File: src/rtl/arm_core_pkg.sv
// Shared core definitions used by the multiply unit and the instruction decoder.
//   mul_state_t     : multiply unit FSM states
//   MUL_BIT_*       : bit positions of the long / signed / accumulate / S fields
//                     within a multiply instruction word
package arm_core_pkg;

    typedef enum logic [1:0] {
        IDLE  = 2'd0,
        MUL   = 2'd1,
        FINAL = 2'd2
    } mul_state_t;

    localparam int unsigned MUL_BIT_LONG   = 23;
    localparam int unsigned MUL_BIT_SIGNED = 22;
    localparam int unsigned MUL_BIT_ACC    = 21;
    localparam int unsigned MUL_BIT_S      = 20;

endpackage

File: src/rtl/mul_step.sv
// One radix step of the iterative multiplier (purely combinational).
//   p, rm_ext  : running 2*WIDTH product and extended multiplicand
//   rs         : multiplier
//   iter       : chunk index i
//   sign_mode  : allow early termination on a run of ones
//   p_next     : p + rm_ext * chunk_i << (RADIX_BITS*i)
//   last       : this is the final iteration
//   shift      : RADIX_BITS*(i+1), weight of the first unconsumed bit
module mul_step
    import arm_core_pkg::*;
#(
    parameter int unsigned WIDTH      = 32,
    parameter int unsigned RADIX_BITS = 8,
    localparam int unsigned N_ITER    = WIDTH / RADIX_BITS,
    localparam int unsigned IW        = (N_ITER > 1) ? $clog2(N_ITER) : 1,
    localparam int unsigned SW        = $clog2(WIDTH + 1)
) (
    input  logic [2*WIDTH-1:0] p,
    input  logic [2*WIDTH-1:0] rm_ext,
    input  logic [WIDTH-1:0]   rs,
    input  logic [IW-1:0]      iter,
    input  logic               sign_mode,
    output logic [2*WIDTH-1:0] p_next,
    output logic               last,
    output logic [SW-1:0]      shift
);

    logic [RADIX_BITS-1:0] chunk;
    logic [2*WIDTH-1:0]    pp;
    logic [WIDTH-1:0]      hi_mask;
    logic [WIDTH-1:0]      hi_bits;
    int unsigned           base;

    always_comb begin
        base    = RADIX_BITS * 32'(iter);
        chunk   = rs[base +: RADIX_BITS];
        pp      = rm_ext * {{(2*WIDTH-RADIX_BITS){1'b0}}, chunk};
        p_next  = p + (pp << base);
        shift   = SW'(base + RADIX_BITS);
        // Mask of the multiplier bits not yet consumed; empty on the last chunk.
        hi_mask = '1;
        hi_mask = hi_mask << (base + RADIX_BITS);
        hi_bits = rs & hi_mask;
        last    = (iter == IW'(N_ITER - 1)) ||
                  (hi_bits == '0) ||
                  (sign_mode && (hi_bits == hi_mask));
    end

endmodule

File: src/rtl/mul_unit.sv
// Iterative multiply / multiply-accumulate unit (MUL, MLA, UMULL, UMLAL,
// SMULL, SMLAL) with early termination on zero / sign runs.
//   start, long_i, signed_i, acc_i, set_flags_i : request and op select
//   rm, rs, acc_hi, acc_lo                      : operands
//   n, z, c, v                                  : current flags
//   busy, done                                  : status, done is a 1-cycle pulse
//   res_hi, res_lo, out_n/z/c/v                 : held result and flags
module mul_unit
    import arm_core_pkg::*;
#(
    parameter int unsigned WIDTH      = 32,
    parameter int unsigned RADIX_BITS = 8
) (
    input  logic             clk,
    input  logic             rst_n,
    input  logic             start,
    input  logic             long_i,
    input  logic             signed_i,
    input  logic             acc_i,
    input  logic             set_flags_i,
    input  logic [WIDTH-1:0] rm,
    input  logic [WIDTH-1:0] rs,
    input  logic [WIDTH-1:0] acc_hi,
    input  logic [WIDTH-1:0] acc_lo,
    input  logic             n,
    input  logic             z,
    input  logic             c,
    input  logic             v,
    output logic             busy,
    output logic             done,
    output logic [WIDTH-1:0] res_hi,
    output logic [WIDTH-1:0] res_lo,
    output logic             out_n,
    output logic             out_z,
    output logic             out_c,
    output logic             out_v
);

    localparam int unsigned N_ITER = WIDTH / RADIX_BITS;
    localparam int unsigned IW     = (N_ITER > 1) ? $clog2(N_ITER) : 1;
    localparam int unsigned SW     = $clog2(WIDTH + 1);

    mul_state_t         state, state_nx;
    logic [2*WIDTH-1:0] p_q, rm_ext_q, p_next, p_fin;
    logic [WIDTH-1:0]   rs_q, acc_hi_sel;
    logic [IW-1:0]      iter_q;
    logic [SW-1:0]      shift, shift_q;
    logic               long_q, sign_q, sflags_q, tail_q, last;
    logic               n_q, z_q, c_q, v_q;
    logic               sign_mode_in;
    logic [2*WIDTH-1:0] rm_ext_in;

    mul_step #(.WIDTH(WIDTH), .RADIX_BITS(RADIX_BITS)) u_step (
        .p         (p_q),
        .rm_ext    (rm_ext_q),
        .rs        (rs_q),
        .iter      (iter_q),
        .sign_mode (sign_q),
        .p_next    (p_next),
        .last      (last),
        .shift     (shift)
    );

    always_comb begin
        sign_mode_in = !long_i || signed_i;
        acc_hi_sel   = long_i ? acc_hi : '0;
        rm_ext_in    = (sign_mode_in && long_i) ? {{WIDTH{rm[WIDTH-1]}}, rm}
                                                : {{WIDTH{1'b0}}, rm};
        // The chunks were summed as unsigned; a set sign bit in rs means the
        // unconsumed upper bits (all ones) are worth -2^shift, so take it back.
        p_fin = tail_q ? (p_q - (rm_ext_q << shift_q)) : p_q;
    end

    always_comb begin
        state_nx = state;
        case (state)
            IDLE:    if (start) state_nx = MUL;
            MUL:     if (last)  state_nx = FINAL;
            FINAL:   state_nx = IDLE;
            default: state_nx = IDLE;
        endcase
    end

    assign busy = (state != IDLE);

    always_ff @(posedge clk or negedge rst_n) begin
        if (!rst_n) begin
            state    <= IDLE;
            done     <= 1'b0;
            res_hi   <= '0;
            res_lo   <= '0;
            out_n    <= 1'b0;
            out_z    <= 1'b0;
            out_c    <= 1'b0;
            out_v    <= 1'b0;
            p_q      <= '0;
            rm_ext_q <= '0;
            rs_q     <= '0;
            iter_q   <= '0;
            shift_q  <= '0;
            long_q   <= 1'b0;
            sign_q   <= 1'b0;
            sflags_q <= 1'b0;
            tail_q   <= 1'b0;
            n_q      <= 1'b0;
            z_q      <= 1'b0;
            c_q      <= 1'b0;
            v_q      <= 1'b0;
        end else begin
            state <= state_nx;
            done  <= 1'b0;
            case (state)
                IDLE: begin
                    if (start) begin
                        p_q      <= acc_i ? {acc_hi_sel, acc_lo} : '0;
                        rm_ext_q <= rm_ext_in;
                        rs_q     <= rs;
                        iter_q   <= '0;
                        long_q   <= long_i;
                        sign_q   <= sign_mode_in;
                        sflags_q <= set_flags_i;
                        tail_q   <= 1'b0;
                        n_q      <= n;
                        z_q      <= z;
                        c_q      <= c;
                        v_q      <= v;
                    end
                end
                MUL: begin
                    p_q <= p_next;
                    if (last) begin
                        tail_q  <= sign_q && rs_q[WIDTH-1];
                        shift_q <= shift;
                    end else begin
                        iter_q <= iter_q + 1'b1;
                    end
                end
                FINAL: begin
                    done   <= 1'b1;
                    res_lo <= p_fin[WIDTH-1:0];
                    res_hi <= long_q ? p_fin[2*WIDTH-1:WIDTH] : '0;
                    out_c  <= c_q;
                    out_v  <= v_q;
                    if (sflags_q) begin
                        out_n <= long_q ? p_fin[2*WIDTH-1] : p_fin[WIDTH-1];
                        out_z <= long_q ? (p_fin == '0) : (p_fin[WIDTH-1:0] == '0);
                    end else begin
                        out_n <= n_q;
                        out_z <= z_q;
                    end
                end
                default: ;
            endcase
        end
    end

endmodule

File: config.mk
export PLATFORM = sky130hd
export DESIGN_NAME = mul_unit
export DESIGN_NICKNAME = d
export VERILOG_FILES = /design/src/rtl/arm_core_pkg.sv /design/src/rtl/mul_step.sv /design/src/rtl/mul_unit.sv
export SDC_FILE = /design/constraint.sdc
export NUM_CORES = 2
export LEC_CHECK = 0
export CORE_ASPECT_RATIO = 2
export CORE_UTILIZATION = 30
export DETAILED_ROUTE_END_ITERATION = 10
export GPL_ROUTABILITY_DRIVEN = 0
export GPL_TIMING_DRIVEN = 1
export SYNTH_ARGS = -nofsm -noshare
export SYNTH_HDL_FRONTEND = slang
export SYNTH_HIERARCHICAL = 1
export SYNTH_SLANG_ARGS = --single-unit
File: constraint.sdc
create_clock -name clk -period 12.62 [get_ports clk]
set_clock_uncertainty 0.15 [all_clocks]
set_input_delay 1.893 -clock clk [delete_from_list [all_inputs] [get_ports clk]]
set_output_delay 1.893 -clock clk [all_outputs]
set_load 0.02 [all_outputs]
# Yosys cells after proc, flatten, opt, wreduce, memory -nomap -nowiden
# Index checks and enable logic that the tools add are counted.
# totals
ff_bits	247
in_bits	139
output_inout_bits	70
wordCells	78
# classes
add_sub_neg	4
mul	1
n_eq_ne	7
shift	4
mux	21
n_bitwise	1
reduce_logical	19
# ops
cell	count
$mux W64	4
$pmux W64 S2	1
$add A64 B64 Y64	1
$logic_not A32 Y1	2
$logic_not A64 Y1	1
$mul A64 B8 Y64	1
$mux W32	2
$shl A64 B5 Y64	1
$shl A64 B6 Y64	1
$sub A64 B64 Y64	1
$and A32 B32 Y32	1
$eq A32 B32 Y1	1
$shiftx A32 B6 Y8	1
$shl A32 B32 Y32 const A	1
$mux W2	4
$pmux W2 S2	2
$reduce_and A2 Y1	4
$mux W1	7
$add A5 B4 Y6 const B	1
$ne A2 B2 Y1 const B	3
$reduce_and A3 Y1	2
$eq A2 B2 Y1 const B	2
$reduce_bool A2 Y1	2
$logic_and A1 B1 Y1	3
other kinds (6)	8

# Depth between registers and ports, before layout
# logic_depth
word_depth	8
mapped_depth	40
depth_no_buf	36

# Cells and area by module
# The synthesis kept the hierarchy.
# modules_own_cells
mod	instances	cells_per_inst	area_per_inst_um2	seq_area_each_um2
mul_step	1	2500	20241.9	0.0
mul_unit	1	2018	15795.1	5405.2

# Worst setup path before layout
# Ideal clock, no wire load.
# synth_timing
kind	reg-to-reg
startpoint	register rm_ext_q[62]
endpoint	register p_q[63]
setup_time_ns	0.126
arrival_ns	9.390
required_time_ns	12.344
slack_ns	2.954
stages_incl_launch_ff	27
n_path_buf	1
synth_period_minus_slack_ns	9.666
cell_sequence	dfrtp_1 -> and2_1 -> fa_1 -> fa_1 -> fa_1 -> fa_1 -> ha_1 -> and3_1 -> a221o_1 -> o21ai_1 -> and4_1 -> nor3_1 -> a31oi_1 -> mux2i_1 -> ha_1 -> clkbuf_1 -> and3_1 -> and3_1 -> nand3_1 -> a211oi_1 -> nor3_2 -> o21ai_2 -> a211oi_2 -> o31ai_1 -> xnor2_1 -> xnor2_1 -> a221o_1
# synth_between
elab_chain_cells	4
# synth_rtl
item	line_no	source
start, declared	mul_unit.sv:44	logic [2*WIDTH-1:0] p_q, rm_ext_q, p_next, p_fin;
start signal, assigned	mul_unit.sv:116	rm_ext_q <= rm_ext_in;
$mul A64 B8 Y64	mul_step.sv:37	pp = rm_ext * {{(2*WIDTH-RADIX_BITS){1'b0}}, chunk};
$shl A64 B5 Y64	mul_step.sv:38	p_next = p + (pp << base);
$add A64 B64 Y64	mul_step.sv:38	
named net p_next[63]	mul_unit.sv:44	
$pmux W64 S2	mul_unit.sv:112	case (state)
end signal, assigned	mul_unit.sv:115	p_q <= acc_i ? {acc_hi_sel, acc_lo} : '0;
end signal, assigned	mul_unit.sv:130	p_q <= p_next;
end, declared	mul_unit.sv:44	
# The timed path passes the listed nets, and every way through them passes these cells.
# A chain may end at the register's enable or synchronous reset.

# Final worst setup path
# layout_timing
startpoint	register iter_q[0]
endpoint	register p_q[62]
# layout_between
elab_chain_cells	5
# layout_rtl
item	line_no	source
start, declared	mul_unit.sv:46	logic [IW-1:0] iter_q;
start signal, assigned	mul_unit.sv:135	iter_q <= iter_q + 1'b1;
$shiftx A32 B6 Y8	mul_step.sv:36	chunk = rs[base +: RADIX_BITS];
$mul A64 B8 Y64	mul_step.sv:37	
$shl A64 B5 Y64 *	mul_step.sv:38	
$add A64 B64 Y64 *	mul_step.sv:38	
named net p_next[62]	mul_unit.sv:44	
$pmux W64 S2 *	mul_unit.sv:112	
# The timed path passes the listed nets; every way through them passes the cells marked *.

==> metrics.yaml <==
area_growth_pct: 11.8
grt_pass1_wl_mm: 218
finalCritPeriodShare_pct: 87.3
vias: 34300
synth-edff-count: 0
arrival_ns: 11.36
synth_commonest_cells: "765 x nand2_1, 350 x fa_1, 333 x inv_1, 307 x a21oi_1, 247 x and2_1"
min_path_type: "reg2reg"
netlist_instances: 4518
fin_area_mm2: 0.0403
dpl_cell_area_mm2: 0.0395
min_period_ns: 11.01
critPathSlowestCell: "a21oi_4"
cpPeakStageDelay_ns: 0.70
root_buffer: "clkbuf_16"
reg2reg_to: "p_q[62]$_DFFE_PN0P_"
status: "complete, but fails checks"
syn_avg_cell_area_um2: 7.98
worstPathMaxFanout: 19
grt_usage_pct: 24.1
r2r-start: "iter_q[0]$_DFFE_PN0P_"
drc: 84
setup.worst_path.start: "iter_q[0]$_DFFE_PN0P_"
max_freq_ghz: 0.0908
reg2reg_depth: 30
ys_ff_latch: 216
required_ns: 12.97
rsz0062_at_grt: "no"
synth_area_leader_cell: "fa_1"
core_area_mm2: 0.119
clkSinkCount: 216
dieArea_mm2: 0.122
postLayoutCoreUtil_pct: 33.9
overflow: 0
ys_seq_area_share_pct: 15.0
hold_violations: 0
cts_resized: 0
num_io_pins: 209
grt_pass1_vias: 35200
die_w_um: 247
row_count: 179
clockBufferDepth: 3
antenna_found_initial: 9
post_cts_buffers: 0
synth_area_leaders: "fa_1 19%, dfrtp_1 15%, nand2_1 8.0%"
hold_depth: 2
slew_viol_final: 0
initial_utilization_pct: 30.3
yosysMostFrequentCell: "nand2_1"
ant_nets: 0
dp_hpwl_mm: 116
whs_ns: 0.328
drv_cap: 0
drtPass1Iterations: 9
max_slew_margin_pct: 5.74
synthFlopType: "dfrtp_1"
clkSlewWorstSetupHoldPaths_ns: 0.07
grt_max_degree: 111
syn_area_mm2: 0.0360
drive_above_1_share_pct: 3.96
drt-initial-drc-count: 2681
cts_hold_buf: 0
h-tree-depth: 1
setup_violations: 0
ys_warn_count: 6
clock_latency_ns: 0.62
cts_tree: "built"
wl_mm: 148
critPathCaptureType: "register"
fin_nets: 5245
synth_top_area_share_pct: 19.4
numPortBuffers: 208
cts_buffers: 23
timing.setup.tns_ns: 0
synth.distinct_cells: 96
endpoint: "p_q[62]$_DFFE_PN0P_"
start_kind: "register"
die_height_um: 492
cpMostUsedCell: "fa_1"
via_per_inst: 5.62
wl_per_cell_um: 24.2
violations: "DRC"
worst_pin_slew_ns: 1.40
ff2ff_setup_slack_ns: 1.61
crit_type: "reg2reg"
synth-async-reset-ratio_pct: 100
==> cells in the final DEF (no fill, tap or decap), types with 35 or more instances in the layout <==
cell	n
nor2b_1	149
mux2i_1	138
ha_1	206
nand2_1	764
clkdlybuf4s50_1	207
a221o_1	36
nor3_1	44
fa_1	350
a21oi_1	305
o21bai_1	43
inv_1	332
xor2_1	61
buf_4	42
nand4_1	70
xnor2_1	104
o21a_1	35
o21ai_0	227
dfrtp_1	210
nor2_1	229
nand3_1	66
and3_1	63
a21o_1	100
a22oi_1	39
and2_1	246
==> how the worst min path moves through the flow <==
stage	startpoint	endpoint	slack, ns
after detailed placement	v_q$_DFFE_PN0P_	v_q$_DFFE_PN0P_	0.32
after global routing	v_q$_DFFE_PN0P_	out_v$_DFFE_PN0P_	0.35
after global placement	v_q$_DFFE_PN0P_	out_v$_DFFE_PN0P_	0.30
after CTS	res_lo[16]$_DFFE_PN0P_	res_lo[16]$_DFFE_PN0P_	0.34
final	res_lo[12]$_DFFE_PN0P_	res_lo[12]$_DFFE_PN0P_	0.33
after floorplan	c_q$_DFFE_PN0P_	out_c$_DFFE_PN0P_	0.29
==> critical path, delay by kind of cell (launching register included) <==
kind | cells | cell delay, ns
DFF | 1 | 0.61
muxes | 2 | 0.96
adders and majority gates | 6 | 2.78
AOI/OAI and AO/OA | 14 | 5.22
buffers and inverters | 2 | 0.09
and+or+nand+nor | 6 | 1.07
==> registers in the layout (all words and copies together), names as in the netlist <==
register	flops
v_q	1
out_n	1
out_z	1
sflags_q	1
z_q	1
res_hi	32
rm_ext_q	33
long_q	1
sign_q	1
shift_q	6
res_lo	32
out_v	1
tail_q	1
state	2
done	1
out_c	1
n_q	1
rs_q	32
iter_q	2
c_q	1
p_q	64
==> through the flow <==
step | instances | worst slack [ns]
2_1_floorplan | 4520 | 2.95
3_3_place_gp | 6063 | 2.08
3_5_place_dp | 6063 | 1.98
4_1_cts | 6104 | 1.95
5_1_grt | 6105 | 1.37
6_report | 6106 | 1.61
==> cell families (layout without fill, tap and decap cells) <==
logic type | Yosys count | count (layout) | share of synthesized area [%]
AOI/OAI and AO/OA | 1061 | 1061 | 19.2
adders and majority gates | 556 | 556 | 26.6
buffers and inverters | 582 | 628 | 6.18
DFF | 216 | 216 | 15.0
xor gates and xnor gates | 165 | 165 | 4.01
muxes | 184 | 184 | 5.68
and+or+nand+nor | 1753 | 1753 | 23.4
other | 1 | 5 | 0.0104
==> final cells by class <==
cell class                      instances  area [um^2]
Antenna cell                            2         5.00
Clock buffer                           27          621
Clock inverter                         14          184
Fill cell                           12500        78600
Inverter                              337         1260
Multi-Input combinational cell       3722        28500
Sequential cell                       216         5420
Tap cell                             1538         1920
Timing Repair Buffer                  250         2400
==> routing by layer <==
metal  GRT usage [%]  vias to the layer above  share of wire (%)  routed length, um
met5               0                        -              0.041                 60
met4            21.0                       10                 10              15400
met3            3.23                      559                5.4               7960
met2            43.1                     1404                 51              74900
met1            24.1                    16800                 34              49600
li1                -                    15600                  -                  -
Power is not shown: default switching activity piles up to over one toggle a cycle in this logic, so the estimate is an artifact.
